$ cat config.mk
export PLATFORM = sky130hd
export DESIGN_NAME = dap_rx_scheduler
export DESIGN_NICKNAME = d
export VERILOG_FILES = /design/src/rtl/dap_rx_scheduler.sv
export SDC_FILE = /design/constraint.sdc
export NUM_CORES = 1
export LEC_CHECK = 0
export ABC_AREA = 1
export BUFFER_PORTS_ARGS = -buffer_cell sky130_fd_sc_hd__buf_2
export CORE_UTILIZATION = 30
export CTS_BUF_LIST = sky130_fd_sc_hd__clkbuf_8
export CTS_CLUSTER_SIZE = 20
export DETAILED_ROUTE_END_ITERATION = 7
export PLACE_DENSITY = 0.62
export SYNTH_ARGS = -nofsm -noshare
export SYNTH_HDL_FRONTEND = slang
export SYNTH_SLANG_ARGS = --single-unit
export TNS_END_PERCENT = 1
$ cat constraint.sdc
create_clock -name clk -period 2.3 [get_ports clk]
set_input_delay 0.46 -clock clk [delete_from_list [all_inputs] [get_ports clk]]
set_output_delay 0.46 -clock clk [all_outputs]
set_load 0.01 [all_outputs]
$ cat src/rtl/dap_rx_scheduler.sv
// DAP receive packet scheduler: frames the OUT byte stream into PKT_LEN-byte packets and routes
// each to the transfer or general engine under a credit limit. DAP_SCHED_ABORT_EN adds abort discard.
module dap_rx_scheduler #(
  parameter int unsigned PKT_LEN         = 512,
  parameter int unsigned MAX_OUTSTANDING = 4,
  parameter logic [7:0]  ABORT_CMD       = 8'h07
) (
  input  logic       clk,
  input  logic       reset,
  input  logic [7:0] s_axis_tdata,
  input  logic       s_axis_tvalid,
  output logic       s_axis_tready,
  output logic [7:0] xfer_tdata,
  output logic       xfer_tvalid,
  output logic       xfer_tlast,
  input  logic       xfer_tready,
  output logic [7:0] gen_tdata,
  output logic       gen_tvalid,
  output logic       gen_tlast,
  input  logic       gen_tready,
  input  logic       rsp_done,
  output logic       abort,
  output logic [3:0] outstanding,
  output logic       busy,
  output logic       credit_err
);

  localparam int unsigned   CW        = $clog2(PKT_LEN);
  localparam logic [CW-1:0] LAST_BEAT = CW'(PKT_LEN - 1);
  localparam logic [3:0]    MAX_OUT   = 4'(MAX_OUTSTANDING);

  typedef enum logic [1:0] {
    IDLE = 2'd0,
    XFER = 2'd1,
    GEN  = 2'd2
`ifdef DAP_SCHED_ABORT_EN
    , DISCARD = 2'd3
`endif
  } state_t;

  state_t        state, state_nxt;
  logic [CW-1:0] cnt;
  logic          hs;
  logic          route;
  logic          last_beat;
  logic          credit_ok;
  logic          head_xfer;

  assign last_beat = (cnt == LAST_BEAT);
  assign credit_ok = (outstanding < MAX_OUT);
  assign head_xfer = (s_axis_tdata inside {8'h05, 8'h06, 8'h14, 8'h1D});

  // Data lanes are pure wires; only the valids select the destination.
  assign xfer_tdata = s_axis_tdata;
  assign gen_tdata  = s_axis_tdata;

`ifdef DAP_SCHED_ABORT_EN
  logic abort_det;
  logic abort_q;
  assign abort = abort_q;
`else
  logic unused_abort_cmd;
  assign unused_abort_cmd = ^ABORT_CMD;
  assign abort = 1'b0;
`endif

  always_comb begin
    state_nxt     = state;
    s_axis_tready = 1'b0;
    xfer_tvalid   = 1'b0;
    xfer_tlast    = 1'b0;
    gen_tvalid    = 1'b0;
    gen_tlast     = 1'b0;
    hs            = 1'b0;
    route         = 1'b0;
`ifdef DAP_SCHED_ABORT_EN
    abort_det     = 1'b0;
`endif
    case (state)
      IDLE: begin
        // Head byte is only peeked here; it is consumed as beat 0 in the next state.
        if (s_axis_tvalid) begin
`ifdef DAP_SCHED_ABORT_EN
          if (s_axis_tdata == ABORT_CMD) begin
            abort_det = 1'b1;
            state_nxt = DISCARD;
          end else
`endif
          if (credit_ok) begin
            route     = 1'b1;
            state_nxt = head_xfer ? XFER : GEN;
          end
        end
      end
      XFER: begin
        xfer_tvalid   = s_axis_tvalid;
        xfer_tlast    = last_beat;
        s_axis_tready = xfer_tready;
        hs            = s_axis_tvalid & xfer_tready;
        if (hs && last_beat) state_nxt = IDLE;
      end
      GEN: begin
        gen_tvalid    = s_axis_tvalid;
        gen_tlast     = last_beat;
        s_axis_tready = gen_tready;
        hs            = s_axis_tvalid & gen_tready;
        if (hs && last_beat) state_nxt = IDLE;
      end
`ifdef DAP_SCHED_ABORT_EN
      DISCARD: begin
        s_axis_tready = 1'b1;
        hs            = s_axis_tvalid;
        if (hs && last_beat) state_nxt = IDLE;
      end
`endif
      default: state_nxt = IDLE;
    endcase
  end

  always_ff @(posedge clk) begin
    if (reset) begin
      state       <= IDLE;
      cnt         <= '0;
      outstanding <= '0;
      credit_err  <= 1'b0;
      busy        <= 1'b0;
`ifdef DAP_SCHED_ABORT_EN
      abort_q     <= 1'b0;
`endif
    end else begin
      state <= state_nxt;
      busy  <= (state_nxt != IDLE);
`ifdef DAP_SCHED_ABORT_EN
      abort_q <= abort_det;
`endif
      if (state == IDLE)
        cnt <= '0;
      else if (hs)
        cnt <= cnt + CW'(1);
      // A route and a returned credit in the same cycle cancel out.
      case ({route, rsp_done})
        2'b10:   outstanding <= outstanding + 4'd1;
        2'b01:   if (outstanding != 4'd0) outstanding <= outstanding - 4'd1;
        default: outstanding <= outstanding;
      endcase
      if (rsp_done && outstanding == 4'd0) credit_err <= 1'b1;
    end
  end

endmodule

==> impl_metrics.json, run 1 <==
{
  "clk_path_buf_depth": 2,
  "n_fill_cell": 419,
  "fin_util": 0.370,
  "gp_congestion": 0.838,
  "synth_nets": 209,
  "numCtsBuffers": 3,
  "portBuffers": 40,
  "clk_pin_slew_ps": 60,
  "via_per_inst": 4.26,
  "synth_enable_flop_cells": 0,
  "layout_common_cells": "nand2_1 (41), buf_2 (40), inv_1 (34)",
  "cts.htree.levels": 1,
  "fin_worst_skew_ps": 0.717,
  "avgRoutedWirePerCell_um": 8.96,
  "drive_gt1_frac": 0.229,
  "antenna_found_initial": 0,
  "drt_first_pass_iters": 4,
  "finalCritPeriodShare": 0.893,
  "cts_tree": "built",
  "vdd_drop_max_mv": 0.381,
  "grt_max_degree": 11,
  "hold_violations": 0,
  "cts-root-buf": "clkbuf_8",
  "synth_seq_area_share": 0.277,
  "rows": 22,
  "core_area_um2": 3800,
  "postCtsSetupRepairBufs": 0,
  "die-width_um": 66.0,
  "synthDistinctLibCells": 26,
  "final_nets": 237,
  "p_comb_frac": 0.383,
  "worstHoldStart": "reset",
  "rr_worst_depth": 11,
  "drc_errors": 0,
  "critPathCaptureType": "primary output",
  "grt_overflow": 0,
  "crit_fanout": 3,
  "avgSynthCellArea_um2": 6.56,
  "slowest_stage": "dfxtp_1",
  "synth_seq_cells": 17,
  "max_stage_delay_ps": 350,
  "grt_pass1_wl_mm": 4.11,
  "final.setup.worst_slack_ps": 245,
  "final_cell_area_um2": 1410,
  "grt_pass1_vias": 1026,
  "die_y_um": 66.0,
  "crit_chain": "ha_1 > nand4_1 > nor3b_1 > ha_1 > nand2_1 > inv_1 > buf_2",
  "dp_hpwl_mm": 1.89,
  "place_ws_ps": 429,
  "drt_iter0_drc": 33,
  "cp_common_cell": "ha_1",
  "initial_core_util": 0.323,
  "crit_arrival_ps": 1590,
  "startpoint_type": "flip-flop",
  "vias": 1116,
  "fin_crit_ps": 2050,
  "grt_setup_unrepaired": "false",
  "cap_violations": 0,
  "top_level_ports": 42,
  "synth_cells": 187,
  "insertion_delay_ps": 250,
  "r2r_setup_slack_ps": 430,
  "mostFrequentLayoutCell": "nand2_1",
  "setup_viol": 0,
  "postPlaceCellArea_um2": 1360,
  "leakage_nw": 0.751,
  "cp.required_ps": 1840,
  "cts_resized": 0,
  "min_to": "credit_err$_SDFFE_PP0P_",
  "die-area_um2": 4350,
  "antennaDiodeCount": 0,
  "rr_endpoint": "outstanding[3]$_SDFFE_PP0P_",
  "cts.sinks": 17,
  "total_power_mw": 0.955,
  "holdWs_ps": 421,
  "tns_ps": 0,
  "postCtsHoldBufs": 0,
  "sequentialPowerShare": 0.390,
  "fmax_mhz": 487,
  "p_sw_frac": 0.373,
  "min_path_cells": 2,
  "postRouteAntennaNets": 0,
  "drv_slew": 0,
  "path_class": "flip-flop to primary output",
  "grt_use_total": 0.120,
  "power_density_nw_per_um2": 680,
  "dp_cells": 258,
  "netlist_area_um2": 1230,
  "ys_async_sr_fraction": 0,
  "instances_no_fill": 262,
  "routed_wl_mm": 2.35,
  "p_switching_mw": 0.357,
  "synthFlopType": "dfxtp_1",
  "hold_class": "primary input to flip-flop",
  "reg2reg_from": "state[0]$_SDFF_PP0_",
  "p_int_mw": 0.599,
  "status": "finished clean",
  "area_delta_synth_final_pct": 14.5,
  "clockPowerShare": 0.227,
  "synth_warnings": 0
}
==> power by group through the flow <==
stage / Combinational (mW) / Clock [mW] / Sequential, mW
after floorplan: 0.262 / 0 / 0.390
after global placement: 0.372 / 0 / 0.380
after detailed placement: 0.373 / 0 / 0.379
after CTS: 0.374 / 0.228 / 0.373
after global routing: 0.427 / 0.245 / 0.381
final: 0.366 / 0.217 / 0.372
==> logic make-up (layout without fill, tap and decap cells) <==
| group | after synthesis | after routing | share of synthesized area |
|---|---|---|---|
| other | 1 | 1 | 0.00306 |
| xor gates and xnor gates | 4 | 4 | 0.0285 |
| DFF | 17 | 17 | 0.277 |
| AOI/OAI and AO/OA | 24 | 24 | 0.106 |
| adders and majority gates | 8 | 8 | 0.0877 |
| and+or+nand+nor | 81 | 81 | 0.286 |
| buffers and inverters | 52 | 79 | 0.211 |
==> final cells by class <==
class / instances / area, µm² / area share
multi-input cells: 118 / 628 / 0.447
clock buffers: 3 / 41.3 / 0.0294
clock inverters: 1 / 3.75 / 0.00267
repair buffers: 40 / 200 / 0.142
flip-flops and latches: 17 / 340 / 0.242
inverters: 35 / 131 / 0.0935
well taps: 48 / 60.1 / 0.0427
==> worst max-delay path, delay by kind of cell (launching register included) <==
kind | cells | cell delay (ps)
fa+ha+maj | 2 | 430
buf+inv | 2 | 150
flops | 1 | 350
simple gates | 3 | 410
==> routing by layer <==
metal / wire [µm] / vias up / global-route usage / part of all wire
met5: 0 / - / 0 / 0
met4: 8 / 0 / 0.0239 / 0.0034
met3: 112 / 2 / 0.0328 / 0.048
met2: 1120 / 25 / 0.218 / 0.48
met1: 1110 / 475 / 0.139 / 0.47
li1: - / 614 / - / -
==> worst max-delay path by stage <==
stage | slack (ps) | endpoint | start
after floorplan | 580 | outstanding[3]$_SDFFE_PP0P_ | state[0]$_SDFF_PP0_
after global placement | 470 | outstanding[3]$_SDFFE_PP0P_ | state[0]$_SDFF_PP0_
after detailed placement | 430 | outstanding[3]$_SDFFE_PP0P_ | state[0]$_SDFF_PP0_
after CTS | 220 | xfer_tlast | cnt[1]$_SDFFE_PP0P_
after global routing | 90 | gen_tlast | cnt[1]$_SDFFE_PP0P_
final | 250 | xfer_tlast | cnt[1]$_SDFFE_PP0P_
==> synth_stat cells, drive strengths merged (2+ instances only) <==
cell    instances  area, µm²
buf            17        128
nor3            2       10.0
o21ai           8       40.0
a21oi          11       55.1
xor2            4       35.0
nand3           7       40.0
nor2           20       75.1
nand2          43        166
nand4           3       18.8
nand3b          2       15.0
inv            35        131
or2             2       12.5
o22ai           2       12.5
ha              7       87.6
dfxtp          17        340
==> flip-flops by register name, summed over array words and instances (netlist names) <==
register,cells
busy,1
state,2
credit_err,1
outstanding,4
cnt,9
(Power assumes the default switching activity.)
==> inputs of run 2 (changes only) <==
- CORE_MARGIN: default -> 2
==> run 2 against run 1 <==
Against the previous run:
- critical path depth unchanged
- non-clock buffer count unchanged
- clock skew rose by 4.3 ps
- final cell count is 0.76% higher
- total power grew 1.2%
- maximum frequency is 0.37% lower
- hold slack got worse by 13 ps
- die area up 6.2%
- register-to-register slack gained 20 ps
- sequential power hardly changed
==> impl_metrics.json, run 2 (synthesis results as in run 1) <==
{
  "clk_path_buf_depth": 2,
  "startpoint_type": "flip-flop",
  "path_class": "flip-flop to primary output",
  "p_switching_mw": 0.364,
  "fin_util": 0.355,
  "met2_usage": 0.194,
  "grt_overflow": 0,
  "top_usage_layer": "met2",
  "grt_util_met1": 0.134,
  "layout_common_cells": "nand2_1 (41), buf_2 (40), inv_1 (33)",
  "leakage_nw": 0.749,
  "routed_wl_mm": 2.37,
  "drv_slew": 0,
  "drt_first_pass_iters": 4,
  "clockPowerShare": 0.232,
  "grt_use_total": 0.111,
  "crit_arrival_ps": 1600,
  "mostFrequentLayoutCell": "nand2_1",
  "grt_pass1_vias": 967,
  "cts_resized": 0,
  "numCtsBuffers": 3,
  "status": "finished clean",
  "sequentialPowerShare": 0.387,
  "die_y_um": 68.0,
  "regArea_um2": 340,
  "via_per_inst": 4.19,
  "antennaDiodeCount": 0,
  "p_int_mw": 0.602,
  "largest_registers": "cnt (9), outstanding (4), state (2)",
  "power_density_nw_per_um2": 686,
  "die-width_um": 68.0,
  "cts.htree.levels": 1,
  "avgRoutedWirePerCell_um": 8.96,
  "hold_class": "primary input to flip-flop",
  "crit_fanout": 3,
  "insertion_delay_ps": 250,
  "cts-root-buf": "clkbuf_8",
  "vdd_drop_max_mv": 0.233,
  "hold_violations": 0,
  "grt_max_degree": 11,
  "fmax_mhz": 485,
  "final_nets": 237,
  "setup_viol": 0,
  "core_area_um2": 3970,
  "top_level_ports": 42,
  "finalCritPeriodShare": 0.897,
  "rows": 23,
  "cts.sinks": 17,
  "cts_tree": "built",
  "regMostFlops": "cnt",
  "drt_iter0_drc": 36,
  "initial_core_util": 0.309,
  "p_sw_frac": 0.377,
  "dp_hpwl_mm": 1.96,
  "grt_setup_unrepaired": "false",
  "cap_violations": 0,
  "area_delta_synth_final_pct": 14.8,
  "gp_congestion": 0.838,
  "drc_errors": 0,
  "postRouteAntennaNets": 0,
  "postCtsHoldBufs": 0,
  "n_fill_cell": 440,
  "grt_pass1_wl_mm": 4.00,
  "postCtsSetupRepairBufs": 0,
  "largest_reg_flops": 9,
  "die-area_um2": 4620,
  "drive_gt1_frac": 0.234,
  "antenna_found_initial": 0,
  "cp.required_ps": 1840,
  "clk_pin_slew_ps": 70,
  "tns_ps": 0,
  "critPathCaptureType": "primary output",
  "fin_crit_ps": 2060,
  "p_comb_frac": 0.382,
  "portBuffers": 40,
  "fin_worst_skew_ps": 5.02,
  "met3_usage": 0.0345,
  "vias": 1106,
  "multi_input_area_um2": 628
}
[run 2: worst max-delay path, stage by stage (launching register included)]
cell and delay (ps):
dfxtp_1 350, ha_1 200, nand4_1 130, nor3b_1 220, ha_1 230, nand2_1 60
inv_1 40, buf_2 110
[run 2: power groups by stage]
stage	sequential, mW	combinational (mW)	clock (mW)
detailed placement	0.382	0.377	0
CTS	0.376	0.376	0.233
finish	0.374	0.369	0.224
global route	0.381	0.426	0.252
floorplan	0.390	0.262	0
global placement	0.382	0.371	0
[run 2: final timing paths]
| check | from | to | slack [ps] | cells after the start |
|---|---|---|---|---|
| max | cnt[1]$_SDFFE_PP0P_ | xfer_tlast | 240 | 7 |
| min reg2reg | credit_err$_SDFFE_PP0P_ | credit_err$_SDFFE_PP0P_ | 450 | 2 |
| max reg2reg | state[0]$_SDFF_PP0_ | outstanding[3]$_SDFFE_PP0P_ | 450 | 11 |
| min | reset | credit_err$_SDFFE_PP0P_ | 410 | 2 |
[run 2: cell type report]
cell class / count / area share
inverters: 35 / 0.0933
clock inverters: 1 / 0.00355
multi-input cells: 118 / 0.446
flip-flops and latches: 17 / 0.242
clock buffers: 3 / 0.0293
well taps: 50 / 0.0444
repair buffers: 40 / 0.142
[run 2: stage by stage]
stage          worst slack [ps]  instances  power, mW  cell area (µm²)  hold slack, ps
6_report                    238        264      0.967             1410             408
5_1_grt                    64.5        264       1.06             1410             420
4_1_cts                     214        264      0.985             1410             413
3_5_place_dp                416        260      0.759             1360             440
3_3_place_gp                469        260      0.753             1360             440
2_1_floorplan               576        187      0.652             1230             445
[run 2: routing by layer]
metal,vias to the layer above,part of all wire
li1,617,-
met1,459,0.44
met2,28,0.49
met3,2,0.058
met4,0,0.0068
met5,-,0
